**config.mk**
```make
export PLATFORM = sky130hd
export DESIGN_NAME = reservation_station
export DESIGN_NICKNAME = d
export VERILOG_FILES = /design/src/rtl/reservation_station.sv
export SDC_FILE = /design/constraint.sdc
export NUM_CORES = 2
export LEC_CHECK = 0
export CAP_MARGIN = 20
export CORE_ASPECT_RATIO = 0.6
export CORE_UTILIZATION = 50
export DETAILED_ROUTE_END_ITERATION = 8
export PLACE_DENSITY_LB_ADDON = 0.15
export SKIP_LAST_GASP = 1
export SYNTH_ARGS = -nofsm -noshare
export SYNTH_HDL_FRONTEND = slang
export SYNTH_SLANG_ARGS = --single-unit
```
**constraint.sdc**
```tcl
create_clock -name clk -period 17.35 [get_ports clk]
set_clock_uncertainty 0.1 [all_clocks]
set_input_delay 3.47 -clock clk [delete_from_list [all_inputs] [get_ports clk]]
set_output_delay 3.47 -clock clk [all_outputs]
set_load 0.01 [all_outputs]
```
**src/rtl/reservation_station.sv**
```systemverilog
// reservation_station: RS_DEPTH-entry issue buffer with CDB wakeup, oldest-ready select and a
// registered valid/stall issue port. Define PROCYON_RS_PERF_CNT_EN to add o_rs_full_cycles.
module reservation_station #(
  parameter int DATA_WIDTH   = 32,
  parameter int ADDR_WIDTH   = 32,
  parameter int TAG_WIDTH    = 6,
  parameter int OPCODE_WIDTH = 5,
  parameter int RS_DEPTH     = 8
) (
  input  logic                      clk,
  input  logic                      rst,
  input  logic                      i_flush,
  input  logic                      i_rs_en,
  input  logic [OPCODE_WIDTH-1:0]   i_rs_opcode,
  input  logic [ADDR_WIDTH-1:0]     i_rs_pc,
  input  logic [DATA_WIDTH-1:0]     i_rs_insn,
  input  logic [TAG_WIDTH-1:0]      i_rs_dst_tag,
  input  logic [1:0]                i_rs_src_rdy,
  input  logic [2*DATA_WIDTH-1:0]   i_rs_src_data,
  input  logic [2*TAG_WIDTH-1:0]    i_rs_src_tag,
  input  logic                      i_cdb_en,
  input  logic [TAG_WIDTH-1:0]      i_cdb_tag,
  input  logic [DATA_WIDTH-1:0]     i_cdb_data,
  output logic                      o_rs_stall,
`ifdef PROCYON_RS_PERF_CNT_EN
  output logic [31:0]               o_rs_full_cycles,
`endif
  output logic                      o_fu_valid,
  output logic [OPCODE_WIDTH-1:0]   o_fu_opcode,
  output logic [ADDR_WIDTH-1:0]     o_fu_pc,
  output logic [DATA_WIDTH-1:0]     o_fu_insn,
  output logic [DATA_WIDTH-1:0]     o_fu_src_a,
  output logic [DATA_WIDTH-1:0]     o_fu_src_b,
  output logic [TAG_WIDTH-1:0]      o_fu_dst_tag,
  input  logic                      i_fu_stall
);

  localparam int IDX_W = $clog2(RS_DEPTH);

  typedef struct packed {
    logic                  rdy;
    logic [TAG_WIDTH-1:0]  tag;
    logic [DATA_WIDTH-1:0] data;
  } src_t;

  typedef struct packed {
    logic [OPCODE_WIDTH-1:0] opcode;
    logic [ADDR_WIDTH-1:0]   pc;
    logic [DATA_WIDTH-1:0]   insn;
    logic [TAG_WIDTH-1:0]    dst_tag;
    src_t [1:0]              src;
  } payload_t;

  logic [RS_DEPTH-1:0] valid_q;
  logic [IDX_W-1:0]    age_q [RS_DEPTH];
  payload_t            pay_q [RS_DEPTH];
  payload_t            enq_entry;

  logic                free_found;
  logic [IDX_W-1:0]    free_idx;
  logic                win_found;
  logic [IDX_W-1:0]    win_idx;
  logic [IDX_W-1:0]    win_age;
  logic                enq_fire;
  logic                issue_load;
  logic                issue_fire;

  assign o_rs_stall = &valid_q;
  assign enq_fire   = i_rs_en & ~o_rs_stall & ~i_flush;
  assign issue_load = ~o_fu_valid | ~i_fu_stall;
  assign issue_fire = issue_load & win_found;

  // Lowest free slot for enqueue; oldest fully-ready entry for issue (ties go to the lower index).
  always_comb begin
    // NOTE: every combinational output gets a default before the loop so no latch is inferred.
    free_found = 1'b0;
    free_idx   = '0;
    win_found  = 1'b0;
    win_idx    = '0;
    win_age    = '0;
    for (int i = 0; i < RS_DEPTH; i++) begin
      if (!valid_q[i] && !free_found) begin
        free_found = 1'b1;
        free_idx   = IDX_W'(i);
      end
      if (valid_q[i] && pay_q[i].src[0].rdy && pay_q[i].src[1].rdy &&
          (!win_found || age_q[i] > win_age)) begin
        win_found = 1'b1;
        win_idx   = IDX_W'(i);
        win_age   = age_q[i];
      end
    end
  end

  // Incoming entry, with a source picked straight off the CDB if it broadcasts this cycle.
  always_comb begin
    enq_entry.opcode  = i_rs_opcode;
    enq_entry.pc      = i_rs_pc;
    enq_entry.insn    = i_rs_insn;
    enq_entry.dst_tag = i_rs_dst_tag;
    for (int s = 0; s < 2; s++) begin
      enq_entry.src[s].rdy  = i_rs_src_rdy[s];
      enq_entry.src[s].tag  = i_rs_src_tag[s*TAG_WIDTH +: TAG_WIDTH];
      enq_entry.src[s].data = i_rs_src_data[s*DATA_WIDTH +: DATA_WIDTH];
      if (!i_rs_src_rdy[s] && i_cdb_en && i_rs_src_tag[s*TAG_WIDTH +: TAG_WIDTH] == i_cdb_tag) begin
        enq_entry.src[s].rdy  = 1'b1;
        enq_entry.src[s].data = i_cdb_data;
      end
    end
  end

  // Occupancy and age tracking.
  always_ff @(posedge clk or posedge rst) begin
    // NOTE: state registers use non-blocking assignments so every flop samples pre-edge values.
    if (rst) begin
      valid_q <= '0;
      for (int i = 0; i < RS_DEPTH; i++) age_q[i] <= '0;
    end else if (i_flush) begin
      valid_q <= '0;
      for (int i = 0; i < RS_DEPTH; i++) age_q[i] <= '0;
    end else begin
      for (int i = 0; i < RS_DEPTH; i++) begin
        if (issue_fire && win_idx == IDX_W'(i)) begin
          valid_q[i] <= 1'b0;
        end else if (enq_fire && free_idx == IDX_W'(i)) begin
          valid_q[i] <= 1'b1;
          age_q[i]   <= '0;
        end else if (enq_fire && valid_q[i]) begin
          age_q[i]   <= age_q[i] + IDX_W'(1);
        end
      end
    end
  end

  // NOTE: payload storage has no reset; it is only ever read behind a set valid bit.
  always_ff @(posedge clk) begin
    for (int i = 0; i < RS_DEPTH; i++) begin
      if (enq_fire && free_idx == IDX_W'(i)) begin
        pay_q[i] <= enq_entry;
      end else if (i_cdb_en) begin
        for (int s = 0; s < 2; s++) begin
          if (!pay_q[i].src[s].rdy && pay_q[i].src[s].tag == i_cdb_tag) begin
            pay_q[i].src[s].rdy  <= 1'b1;
            pay_q[i].src[s].data <= i_cdb_data;
          end
        end
      end
    end
  end

  // Issue register: reloads whenever empty or the FU accepts.
  always_ff @(posedge clk or posedge rst) begin
    if (rst) begin
      o_fu_valid   <= 1'b0;
      o_fu_opcode  <= '0;
      o_fu_pc      <= '0;
      o_fu_insn    <= '0;
      o_fu_src_a   <= '0;
      o_fu_src_b   <= '0;
      o_fu_dst_tag <= '0;
    end else if (i_flush) begin
      o_fu_valid <= 1'b0;
    end else if (issue_load) begin
      o_fu_valid <= win_found;
      if (win_found) begin
        o_fu_opcode  <= pay_q[win_idx].opcode;
        o_fu_pc      <= pay_q[win_idx].pc;
        o_fu_insn    <= pay_q[win_idx].insn;
        o_fu_src_a   <= pay_q[win_idx].src[0].data;
        o_fu_src_b   <= pay_q[win_idx].src[1].data;
        o_fu_dst_tag <= pay_q[win_idx].dst_tag;
      end
    end
  end

`ifdef PROCYON_RS_PERF_CNT_EN
  // Saturating count of full cycles; survives flush.
  always_ff @(posedge clk or posedge rst) begin
    if (rst) begin
      o_rs_full_cycles <= '0;
    end else if (o_rs_stall && o_rs_full_cycles != '1) begin
      o_rs_full_cycles <= o_rs_full_cycles + 32'd1;
    end
  end
`endif

endmodule

```
==> results.txt <==
Crit Path Category: register to register
mux contribution to synthesized area: 0.0789
Slew @ Worst Pin: 1200 ps
Distinct cells, synth: 83
post-synthesis sequential area ratio: 0.640
Starting Density: 0.506
Synth Area in Compound Gates: 0.187
Mapped Nets: 4783
Synth warnings: 0
Synth Area in XOR/XNOR: 0.0148
Site Rows: 101
total CTS buffers: 136
Synth Cell Area: 64100 µm²
syn avg cell area: 14.1 µm²
Vias: 44.2k
Detail Route Antenna Nets: 0
Clock Sinks: 1396
failing checks: design-rule violations
Post-Synth Simple-Gate Area: 0.0431
Final #Nets: 4935
Primary FF master, synth: edfxtp_1
Pre-Repair DR Iteration Count: 7
post-cts resize count: 0
worst r2r src: valid_q[0]
first-pass GRT wire length: 306000 µm
Hold Startpoint: age_q[0]
Worst VDD drop: 0.000107 V
final worst-path cycle share: 0.904
die area: 130000 µm²
commonest non-fill, non-tap cell in the layout: edfxtp_1
CP endpoint kind: register
cell repeated most along the worst path: ha_1
DR WL/cell: 32.6 µm
Core Area: 127000 µm²
gr ovfl total: 0
RSZ-0062 raised after global routing: false
leakage: 24.4 nW
vias per inst: 6.76
CTS tree: yes
Critical Path Max Stage Delay: 950 ps
adder-cell share of the synthesized area: 0.00566
htree depth: 4
final hold violations: 0
Max-slew headroom: 0.201
largest net degree at the start of global routing: 194
Hold Path Cell Cnt: 1
post-synth top area share: 0.573
Reg2Reg Depth: 49
CP max stage cell: nand3_4
RR Endpoint: o_fu_insn[31]
cts hold-fix bufs: 0
Clock transition at path regs: 60 ps
commonest cells after routing, fill and taps aside: 1222 x edfxtp_1, 449 x mux2_2, 364 x o21ai_0, 337 x clkdlybuf4s50_1, 179 x nand2_1
Req. time, crit path: 17940 ps
placer congestion estimate: 0.858
Layout Utilization: 0.581
setup TNS: 0 ps
Die Y: 279 µm
outcome: complete, but fails checks
initial antenna violation count: 29
max-cap violation count: 0
worst hold path class: register to register
Hold EP: age_q[0]
number of synthesized register bits: 1396
Synth async-reset ratio: 0.123
largest family of logic cells by synthesized area: compound AO/OA/AOI/OAI gates
Power Density: 97.8 nW/µm²
clk buf depth: 3
vias in the first global route: 42.5k
CP Max Fanout: 147
Area contributors post-synth: edfxtp_1 57%, mux2_2 7.9%, dfrtp_1 6.7%
clk_lat worst skew: 790 ps
Post-DP HPWL: 109000 µm
root buf cell: clkbuf_16
total I/O pin count: 338
EDFF count, synth: 1222
critical path launch point type: register
ratio of cells with drive above 1 in the final layout: 0.201
CP startpoint: valid_q[0]
setup violators final: 0
Worst EP arrival: 16260 ps
flop2flop setup slack: 1670 ps
post-CTS setup buffers: 0
Routed WL: 213000 µm
Syn Inst Count: 4557
final slew viol count: 0
Horiz. Die Dim: 464 µm
GRT Resource Usage Total: 0.324
FMAX: 0.0638 GHz
area grow syn2layout: 15.0%
crit path time final: 15680 ps
# DRC: 60
Initial DRC Count: 6176
dominant cell type by area after synthesis: edfxtp_1
IO buf count: 337
## routing by layer
metal | track usage | vias up | part of all wire
li1 | - | 18600 | -
met1 | 0.472 | 22500 | 0.41
met2 | 0.480 | 2723 | 0.44
met3 | 0.0716 | 361 | 0.12
met4 | 0.107 | 4 | 0.026
met5 | 0 | - | 0.00011
## how the worst max path moves through the flow
| stage | cells after the start | endpoint | slack (ps) |
|---|---|---|---|
| CTS | 49 | o_fu_pc[2] | 1960 |
| floorplan | 50 | o_fu_dst_tag[0] | 6640 |
| global route | 49 | o_fu_src_a[22] | 820 |
| finish | 49 | o_fu_insn[31] | 1670 |
| detailed placement | 49 | o_fu_pc[11] | 2030 |
| global placement | 48 | o_fu_pc[10] | 2510 |
## cell usage after synthesis (70+ instances only)
cell	n
edfxtp_1	1222
mux2_2	449
o21ai_0	370
clkbuf_1	277
nand2_1	186
dfrtp_1	172
a21oi_1	164
and3_1	150
o22ai_1	144
a21boi_0	140
a221o_1	139
o22a_1	139
buf_2	117
o21ai_1	88
a221oi_1	72
a22oi_1	72
a221oi_2	70
a22oi_2	70
## cells by family after synthesis
logic type | Yosys count
simple gates | 531
buf+inv | 441
fa+ha+maj | 29
flops | 1396
mux | 449
compound gates | 1603
xor+xnor | 108
## state kept, by name, indices dropped and copies added (netlist names)
signal,cells
age_q,24
o_fu_pc,32
pay_q,1224
o_fu_src_a,32
o_fu_valid,1
o_fu_dst_tag,6
o_fu_src_b,32
o_fu_opcode,5
o_fu_insn,32
valid_q,8
## critical path: cells and delay by family (launching register included)
kind	cells	cell delay, ps
compound gates	29	6730
simple gates	10	3760
fa+ha+maj	7	2110
flops	1	740
buf+inv	3	1910
## per-stage QoR
stage,area [µm²],hold WS [ps],setup slack [ps],cells,total power [mW]
6_report,73700,442,1670,6542,7.20
5_1_grt,73700,465,815,6537,7.38
4_1_cts,73600,415,1960,6519,7.22
3_5_place_dp,68900,404,2030,6268,4.15
3_3_place_gp,68900,413,2510,6268,4.14
2_1_floorplan,64100,372,6640,4557,3.97
## power by group
part           switching [mW]  leakage [nW]  internal (mW)
Clock                    1.35          2.27           1.77
Combinational           0.214          9.50          0.155
Sequential             0.0209          12.6           3.70
Total                    1.59          24.4           5.62
## final cells by class
class	count	area, µm²
Clock inverter	66	823
Inverter	22	100
Antenna cell	21	52.6
Fill cell	9999	53100
Multi-Input combinational cell	2720	21500
Clock buffer	185	3810
Sequential cell	1396	41000
Timing Repair Buffer	433	4230
Tap cell	1699	2130
No activity file was read; power rests on OpenSTA's default activity.
